==> src/rtl/regs_pkg.sv <==
// Shared definitions for the picoMIPS register file and its write-port arbiter.
package regs_pkg;
  localparam int N_REGS     = 32;
  localparam int REG_ADDR_W = 5;

  typedef logic [REG_ADDR_W-1:0] reg_addr_t;

  localparam reg_addr_t ZERO_REG = 5'd0;

  typedef enum logic {
    REQ_ALU = 1'b0,
    REQ_IO  = 1'b1
  } wr_src_t;
endpackage

==> src/rtl/rr_arb2.sv <==
// Two-input round-robin grant. The last_grant register is the only state and is
// exposed directly so checkers can observe it.
module rr_arb2
  import regs_pkg::*;
(
  input  logic       clk,
  input  logic       reset,
  input  logic       hold,
  input  logic [1:0] req_valid,
  output logic [1:0] req_ready,
  output wr_src_t    last_grant
);

  // Handshake: a transfer from requester i happens on a clock edge where
  // req_valid[i] & req_ready[i]. Ready depends only on valid, hold, reset and
  // last_grant, never on the write-port outputs. On a tie the requester not
  // named by last_grant wins.
  always_comb begin
    req_ready = 2'b00;
    if (!reset && !hold) begin
      req_ready[0] = req_valid[0] & (!req_valid[1] | (last_grant == REQ_IO));
      req_ready[1] = req_valid[1] & (!req_valid[0] | (last_grant == REQ_ALU));
    end
  end

  always_ff @(posedge clk) begin
    if (reset) begin
      last_grant <= REQ_IO;
    end else if (req_ready[1]) begin
      last_grant <= REQ_IO;
    end else if (req_ready[0]) begin
      last_grant <= REQ_ALU;
    end
  end

endmodule

==> src/rtl/regs_wr_arb.sv <==
// Write-port arbiter: registers the winning writeback request onto the register
// file's write port and drops (and counts) writes aimed at %0.
module regs_wr_arb
  import regs_pkg::*;
#(
  parameter int n = 8
) (
  input  logic         clk,
  input  logic         reset,
  input  logic         hold,
  input  logic [1:0]   req_valid,
  input  logic [4:0]   req_rd0,
  input  logic [4:0]   req_rd1,
  input  logic [n-1:0] req_data0,
  input  logic [n-1:0] req_data1,
  output logic [1:0]   req_ready,
  output logic         w,
  output logic [4:0]   w_rd,
  output logic [n-1:0] w_data,
  output logic         last_grant,
  output logic [7:0]   drop_cnt
);

  wr_src_t   grant_state;
  logic      xfer;
  reg_addr_t sel_rd;
  logic [n-1:0] sel_data;

  rr_arb2 u_arb (
    .clk        (clk),
    .reset      (reset),
    .hold       (hold),
    .req_valid  (req_valid),
    .req_ready  (req_ready),
    .last_grant (grant_state)
  );

  assign last_grant = grant_state;
  assign xfer       = |req_ready;

  // At most one ready bit is set, so ready[1] alone selects the winner.
  always_comb begin
    sel_rd   = req_ready[1] ? req_rd1   : req_rd0;
    sel_data = req_ready[1] ? req_data1 : req_data0;
  end

  always_ff @(posedge clk) begin
    if (reset) begin
      w        <= 1'b0;
      w_rd     <= '0;
      w_data   <= '0;
      drop_cnt <= '0;
    end else begin
      w <= 1'b0;
      if (xfer) begin
        if (sel_rd != ZERO_REG) begin
          w      <= 1'b1;
          w_rd   <= sel_rd;
          w_data <= sel_data;
        end else if (drop_cnt != 8'hFF) begin
          drop_cnt <= drop_cnt + 8'd1;
        end
      end
    end
  end

endmodule

==> config.mk <==
export PLATFORM = sky130hd
export DESIGN_NAME = regs_wr_arb
export DESIGN_NICKNAME = d
export VERILOG_FILES = /design/src/rtl/regs_pkg.sv /design/src/rtl/rr_arb2.sv /design/src/rtl/regs_wr_arb.sv
export SDC_FILE = /design/constraint.sdc
export NUM_CORES = 1
export LEC_CHECK = 0
export CAP_MARGIN = 20
export CORE_MARGIN = 1
export CORE_UTILIZATION = 42
export DETAILED_ROUTE_END_ITERATION = 12
export GPL_TIMING_DRIVEN = 0
export MAX_ROUTING_LAYER = met4
export PLACE_DENSITY = 0.85
export SLEW_MARGIN = 20
export SYNTH_ARGS = -nofsm -noshare
export SYNTH_HDL_FRONTEND = slang
export SYNTH_SLANG_ARGS = --single-unit
==> constraint.sdc <==
create_clock -name clk -period 2.6 [get_ports clk]
set_clock_uncertainty 0.2 [all_clocks]
set_input_delay 0.26 -clock clk [delete_from_list [all_inputs] [get_ports clk]]
set_output_delay 0.26 -clock clk [all_outputs]
set_load 0.1 [all_outputs]
==> flow_metrics.py <==
metrics = {
    "timing": {
        "max_freq_ghz": 0.407,
        "setup_violations": 0,
        "slew_violations": 0,
        "setup_slack_ps": 146,
        "slew_headroom_pct": 33.8,
        "finalSetupTns_ps": 0,
        "hold_viol": 0,
        "period_minus_slack_ps": 2450,
        "fin_crit_sh_pct": 94.4,
        "rsz0062_at_grt": "false",
        "worst_pin_slew_ps": 991,
    },
    "worst_hold_path": {
        "hold_path.class": "in -> reg",
    },
    "detailed_routing": {
        "ant_nets": 0,
        "firstDrtPassIters": 4,
        "drt-total-wl_um": 3240,
        "drc_errors": 0,
        "viasPerCell": 5.24,
        "wl_per_cell_um": 13.5,
        "num_vias": 1258,
        "drt_iter0_drc": 52,
    },
    "critical_path": {
        "cp-end-kind": "output port",
        "path_cells": "clkdlybuf4s50_1, a211oi_2, nand2_1, clkinvlp_4, buf_2",
        "slowest_stage": "clkdlybuf4s50_1",
        "cpPeakStageDelay_ps": 540,
        "arrival_ps": 1990,
        "crit_required_ps": 2140,
        "crit_type": "in -> out",
        "start_kind": "input port",
        "cp_max_fo": 6,
    },
    "grt": {
        "grt_pass1_wl_um": 5380,
        "grt_overflow": 0,
        "grt_max_degree": 13,
        "grt_util_all_layers_pct": 21.0,
        "grt_pass1_vias": 1230,
        "antenna_found_initial": 0,
    },
    "cts": {
        "cts_tree": "done",
        "post-cts-setup-buffers": 0,
        "path_clk_slew_ps": 130,
        "cts_made_buffers": 3,
        "cts_root_buf": "clkbuf_4",
        "worstSkewPairLatency_ps": 320,
        "cts_max_path_buffers": 2,
        "htreeDepth": 1,
        "cts.sinks": 23,
    },
    "placement": {
        "dp_hpwl_um": 2520,
        "dpl_worst_slack_ps": -545,
        "place.gp.congestion": 0.831,
        "port_buffers": 54,
        "dp.cells": 236,
    },
    "yosys": {
        "syn_area_per_cell_um2": 9.67,
        "synth.distinct_cells": 33,
        "ys_seq_elements": 23,
        "netlist.area_leader.share_pct": 34.5,
        "yosysTopAreaCell": "dfxtp_1",
        "synth_edf_count": 0,
        "synth_area_leaders": "dfxtp_1, mux2i_1, nand2_1, mux2_1, nand4_4",
        "netlist_area_um2": 1340,
        "synth-main-ff-cell": "dfxtp_1",
        "syn_nets": 170,
        "yosys_warnings": 0,
        "ys_seq_area_share_pct": 34.5,
        "async_flop_share_pct": 0,
        "synth_cells": 138,
    },
    "power": {
        "p_leak_nw": 0.836,
        "pwr_density_cell_nw_per_um2": 434,
        "vdd_drop_max_uv": 227,
    },
    "floorplan": {
        "die_y_um": 58.4,
        "fp.dieArea_um2": 3410,
        "fp.coreArea_um2": 3030,
        "die_w_um": 58.4,
        "ios": 56,
        "start_util_pct": 44.1,
        "rows": 20,
    },
    "layout": {
        "final_common_cell": "clkdlybuf4s50_1",
        "fin_nets": 229,
        "drive_above_1_share_pct": 12.8,
        "antenna_cells": 0,
        "area_delta_synth_final_pct": 47.0,
        "finalNonFillerCells": 240,
        "mostFrequentLayoutCells": "clkdlybuf4s50_1, mux2i_1, dfxtp_1",
    },
    "outcome": {
        "outcome": "finished, final reports clean",
    },
    "flow_run": {
        "drv_cap": 0,
    },
}
metal layers:
layer	vias up	GRT usage [%]	share of wire, %
met2	50	36.8	49
met4	0	7.48	1.2
met1	588	24.4	44
met5	-	-	0
met3	5	3.30	5.6
li1	615	-	-
critical path, delay by kind of cell:
family | cells | cell delay [ps]
AOI/OAI and AO/OA | 1 | 390
buffers and inverters | 3 | 1100
and+or+nand+nor | 1 | 250
flip-flops by register name, indices dropped and copies added, names as in the netlist:
signal / cells
drop_cnt: 8
u_arb.last_grant: 1
w: 1
w_data: 8
w_rd: 5
synthesized netlist by cell type (3+ instances only):
| cell | n |
|---|---|
| dfxtp_1 | 23 |
| nor2b_1 | 6 |
| a21oi_1 | 3 |
| inv_1 | 8 |
| mux2_1 | 4 |
| nand3_1 | 7 |
| mux2i_1 | 24 |
| nor2_1 | 8 |
| nand2_1 | 18 |
| clkbuf_1 | 3 |
final cells by class:
type	instances	area [um^2]
fill	229	1060
multi-input combinational	101	808
timing repair buffer	54	537
sequential	23	464
tap	44	55.1
buffer	6	38.8
inverter	8	33.8
clock buffer	4	26.3
path summary, 6_finish.rpt:
| check | startpoint | end | slack [ps] | cells after the start |
|---|---|---|---|---|
| setup / recovery | hold | req_ready[1] | 150 | 5 |
| hold / removal | reset | drop_cnt[3]$_SDFFE_PP0P_ | 150 | 3 |
| setup reg to reg | u_arb.last_grant$_SDFFE_PP1P_ | drop_cnt[7]$_SDFFE_PP0P_ | 560 | 4 |
| hold reg to reg | w_rd[3]$_SDFFE_PP0P_ | w_rd[3]$_SDFFE_PP0P_ | 270 | 2 |
timing repair:
| action | CTS | global route |
|---|---|---|
| hold buffers | 0 | 0 |
| endpoints found under the setup margin | 2 | 2 |
| pin swaps | 0 | 0 |
| gates resized for setup | 6 | 3 |
power by group:
part	total, W	switching (W)	internal, W	leakage [nW]
clock network	0.000173	0.000113	0.0000600	0.0150
logic	0.000298	0.000200	0.0000977	0.632
registers	0.000381	0.0000104	0.000371	0.189
through the flow:
step	instance area [um^2]	total power, W	hold slack [ps]	utilization (%)
6_report	1960	0.000852	149	64.8
5_1_grt	1960	0.000882	176	64.8
4_1_cts	1970	0.000857	146	65.0
3_5_place_dp	1940	0.000686	257	64.0
3_3_place_gp	1940	0.000681	246	64.0
2_1_floorplan	1340	0.000586	181	-
kinds of logic (layout without fill, tap and decap cells):
kind of cell,count (synthesis),count (layout),synth area share (%)
buffers and inverters,14,72,5.15
AOI/OAI and AO/OA,18,18,14.0
DFF,23,23,34.5
adders and majority gates,1,1,0.937
muxes,30,30,23.1
and+or+nand+nor,52,52,22.4
Power figures use the tool's default switching activity.
==> patch 1, RTL diff (same flow settings) <==
Make the reset (`reset`) asynchronous in 2 clocked blocks.
--- a/src/rtl/rr_arb2.sv
+++ b/src/rtl/rr_arb2.sv
@@ -25,3 +25,3 @@
 
-  always_ff @(posedge clk) begin
+  always_ff @(posedge clk or posedge reset) begin
     if (reset) begin
--- a/src/rtl/regs_wr_arb.sv
+++ b/src/rtl/regs_wr_arb.sv
@@ -46,3 +46,3 @@
 
-  always_ff @(posedge clk) begin
+  always_ff @(posedge clk or posedge reset) begin
     if (reset) begin
Check against the original RTL: differs if reset is asserted again (counterexample within 4 cycles, from zero or initial values and one cycle with reset high); with reset held inactive, the same outputs for 10 cycles.
==> patch 1 against the original RTL <==
  * Via count is 21% lower
  * Sequential cell count stayed put
  * Critical endpoint is now last_grant
  * Area after synthesis is 11% lower
  * Critical path type is now reg2out
  * Setup slack worse by 0.024 ns
  * Die area is 11% lower
  * Routed wire length is 16% lower
  * Sequential share of layout area is 8.4 points higher
  * Global-route usage is 1.4 points lower
  * Critical path depth is 4 lower
  * Synthesized cell count is 30% lower
  * Design area is 8.2% lower
  * First-iteration DRC count is 90% lower
  * Highest routed layer unchanged
Power is not compared: it rests on default switching activity, and its combinational part moved more than twofold at a synthesized area within 25%.
==> patch 1: results (changes against the original RTL) <==
| Metric | Value |
|---|---|
| Status | complete, no violations |
| Post-synthesis mux area share | 24.9% (+1.8 points) |
| CP max stage delay | 1.14 ns (+0.60 ns) |
| R2R Setup Slk | 0.32 ns (-0.24 ns) |
| HP Class | in2async |
| Global Route Usage Sum | 19.6% (-1.4 points) |
| Sequential area share after synthesis | 48.8% (+14 points) |
| Relative max-transition margin | 33.9% (+0.14 points) |
| GPL Wtd Cong | 0.800 (-3.8%) |
| Root Buffer | clkbuf_4 |
| Highest metal used | met4 |
| Met3 Track Usage GR | 2.19% (-1.1 points) |
| Area after DPL | 1770 sq um (-8.5%) |
| Synth warnings | 0 (unchanged) |
| Synth Area in Compound Gates | 5.40% (-8.6 points) |
| Synth Area in Adders | 1.06% (+0.12 points) |
| Drt wl/cell | 14.7 um (+8.5%) |
| Skew-Pair Late Insertion Delay | 0.30 ns (-0.02 ns) |
| Cells on worst reg2reg path | 6 (+2) |
| Netlist cell types | 31 (-6.1%) |
| Xor and xnor fraction of the mapped netlist area | 4.44% (+4.4 points) |
| VDD IR max | 0.558 mV |
| Top_reg_cell synth | dfrtp_1 |
| # fillers | 201 (-12%) |
| Routed vias/inst | 5.35 (+2.1%) |
| Top cells by count, synth | 23 x mux2_2, 22 x dfrtp_1, 5 x nand4_1, 5 x xnor2_1 |
| Buffer count from post-CTS setup fixing | 0 (unchanged) |
| Pin count of the biggest net entering global routing | 24 (+11) |
| Worst endpoint data arrival time | 2.02 ns (+0.03 ns) |
| First DRT Iteration DRCs | 5 (-90%) |
| Worst-path maximum fanout | 5 (-1) |
| Port-buffer cells | 55 (+1.9%) |
| Synth async-reset ratio | 100% (+100 points) |
| Synth area leaders | dfrtp_1 47%, mux2_2 22%, xnor2_1 3.7%, nand4_1 2.6%, dfstp_2 2.2% |
| Met2 usage | 30.1% (-6.7 points) |
| Placed insts | 182 (-23%) |
| Cell count after synthesis | 97 (-30%) |
| WL met2 | 1410 um (-12%) |
| Post-detail-place hpwl | 2190 um (-13%) |
| Top delay family on crit path | buffers and inverters |
| Global routing usage on met1 | 23.2% (-1.2 points) |
| Final #Nets | 189 (-17%) |
| Critical Path End | last_grant |
| Routed wl met3 | 135 um (-26%) |
| Via count | 995 (-21%) |
| Syn Nets | 129 (-24%) |
| Critical path origin | u_arb.last_grant |
| Top Registers | drop_cnt (8), w_data (8), w_rd (5) |
| Vias in the first global route | 903 (-27%) |
| DRT met1 WL | 1070 um (-24%) |
| R2r endpoint | w_data[3] |
| Pwr Total | 1.24 mW |
| First-pass GRT wire length | 3900 um (-28%) |
| Post_cts resized | 5 (-1) |
| Layout cells sized above 1 | 23.1% (+10 points) |
## patch 1: through the flow
stage / setup WS (ns) / hold WS, ns
finish: 0.122 / 0.298
global route: 0.0524 / 0.340
CTS: 0.109 / 0.326
detailed placement: -0.502 / 0.298
global placement: -0.496 / 0.289
floorplan: 0.114 / 0.0612
## patch 1: cell type report
| type | instances | area, sq um | area share, % |
|---|---|---|---|
| multi-input combinational | 68 | 576 | 31.9 |
| buffer | 3 | 23.8 | 1.32 |
| tap | 30 | 37.5 | 2.08 |
| sequential | 23 | 577 | 32.0 |
| inverter | 3 | 11.3 | 0.625 |
| clock buffer | 4 | 26.3 | 1.46 |
| timing repair buffer | 55 | 551 | 30.6 |
## patch 1: cell families after synthesis
group | Yosys count
muxes | 26
and+or+nand+nor | 24
DFF | 23
AOI/OAI and AO/OA | 11
xor gates and xnor gates | 6
buffers and inverters | 6
adders and majority gates | 1
==> patch 2, RTL diff (same settings) <==
Without the edit above. `ZERO_REG`: 5'd0 -> 5'd1.
--- a/src/rtl/regs_pkg.sv
+++ b/src/rtl/regs_pkg.sv
@@ -7,3 +7,3 @@
 
-  localparam reg_addr_t ZERO_REG = 5'd0;
+  localparam reg_addr_t ZERO_REG = 5'd1;
 
Check against the original RTL: not equivalent (Yosys sat finds a counterexample within 4 cycles, from zero or initial values and one cycle with reset high).
==> patch 2 against the original RTL <==
  * Sequential cell count unchanged
  * Non-clock buffer count increased by 1
  * Setup slack got worse by 0.056 ns
  * Critical path depth unchanged
  * Clock power decreased by 6%
  * Design area decreased by 11%
  * Combinational power decreased by 12%
  * Sequential share of layout area increased by 2.9 points
  * Power decreased by 5.9%
  * Cell count decreased by 12%
  * Area after synthesis decreased by 16%
  * Routed wire length decreased by 5.2%
  * Highest routed layer unchanged
==> patch 2: results (changes against the original RTL) <==
| Metric | Value |
|---|---|
| Seq/total area | 26.5% (+2.9 points) |
| Status | complete, no violations |
| Global Route Usage Sum | 22.1% (+1.1 points) |
| Relative max-transition margin | 34.7% (+0.98 points) |
| Multi-input gate area | 624 sq um (-23%) |
| Sequential area share after synthesis | 40.9% (+6.4 points) |
| First-pass GRT wire length | 4570 um (-15%) |
| Syn Nets | 154 (-9.4%) |
| # fillers | 201 (-12%) |
| Signal inverters | 3 (-5) |
| Via count | 1150 (-8.6%) |
| Vias in the first global route | 1096 (-11%) |
| HP Class | reg2reg |
| Post-detail-place hpwl | 2400 um (-4.8%) |
| Layout cells sized above 1 | 7.73% (-5.0 points) |
| Routed vias/inst | 5.45 (+4.0%) |
| Global routing usage on met1 | 24.6% (+0.26 points) |
| Met2 usage | 38.7% (+1.9 points) |
| Port-buffer cells | 55 (+1.9%) |
| Synth area leaders | dfxtp_1 41%, mux2i_1 12%, a211oi_1 8.7%, nor2_1 5.7%, a211oi_4 3.6% |
| GPL Wtd Cong | 0.733 (-12%) |
| Skew-Pair Late Insertion Delay | 0.30 ns (-0.02 ns) |
| Worst-path maximum fanout | 5 (-1) |
| Final #Nets | 214 (-6.6%) |
| Worst endpoint data arrival time | 2.05 ns (+0.06 ns) |
| Place WS | -0.491 ns (+0.0541 ns) |
| Clock buf/inv share | 1.51% (+0.17 points) |
| Netlist cell types | 32 (-3.0%) |
| Multi-Input Combinational | 90 (-11%) |
==> patch 2: kinds of logic (layout without fill, tap and decap cells) <==
logic type,count (synthesis),after routing,synth area share (%)
muxes,13,13,11.6
buffers and inverters,9,68,3.67
DFF,23,23,40.9
AOI/OAI and AO/OA,30,30,20.7
xor gates and xnor gates,1,1,0.778
and+or+nand+nor,45,45,21.3
adders and majority gates,1,1,1.11
==> patch 2: timing repair <==
action | 4_1_cts | 5_1_grt
gates resized for setup | 4 | 1
gates cloned | 0 | 0
setup endpoints to repair | 2 | 1
==> patch 2: worst paths after layout <==
| kind | from | endpoint | slack [ns] | depth (start not counted) |
|---|---|---|---|---|
| worst max-delay path | req_valid[0] | req_ready[1] | 0.09 | 5 |
| worst min register to register | w_rd[3] | w_rd[3] | 0.31 | 2 |
| worst min-delay path | w_rd[3] | w_rd[3] | 0.31 | 2 |
| worst max register to register | u_arb.last_grant | w_rd[4] | 0.40 | 6 |
==> patch 2: metal layers <==
metal	up-vias	share of wire [%]	wire length, um
met5	-	0	0
met2	45	47	1450
met3	4	9.1	279
met4	0	1.2	37
li1	567	-	-
met1	534	43	1310
==> patch 2: worst max-delay path: stages <==
cell,delay [ns]
clkdlybuf4s50_1,0.51
a211oi_4,0.36
nand2_1,0.23
inv_1,0.12
clkdlybuf4s18_2,0.56
==> patch 2: per-stage QoR <==
stage,instance area (sq um),setup TNS [ns]
floorplan,1130,0
global placement,1720,-0.629
detailed placement,1720,-1.25
CTS,1740,0
global route,1740,0
finish,1740,0
==> patch 2: power by group <==
group / switching [mW] / internal, mW / leakage, nW
sequential: 0.00814 / 0.368 / 0.188
clock: 0.102 / 0.0598 / 0.0150
combinational: 0.173 / 0.0902 / 0.461
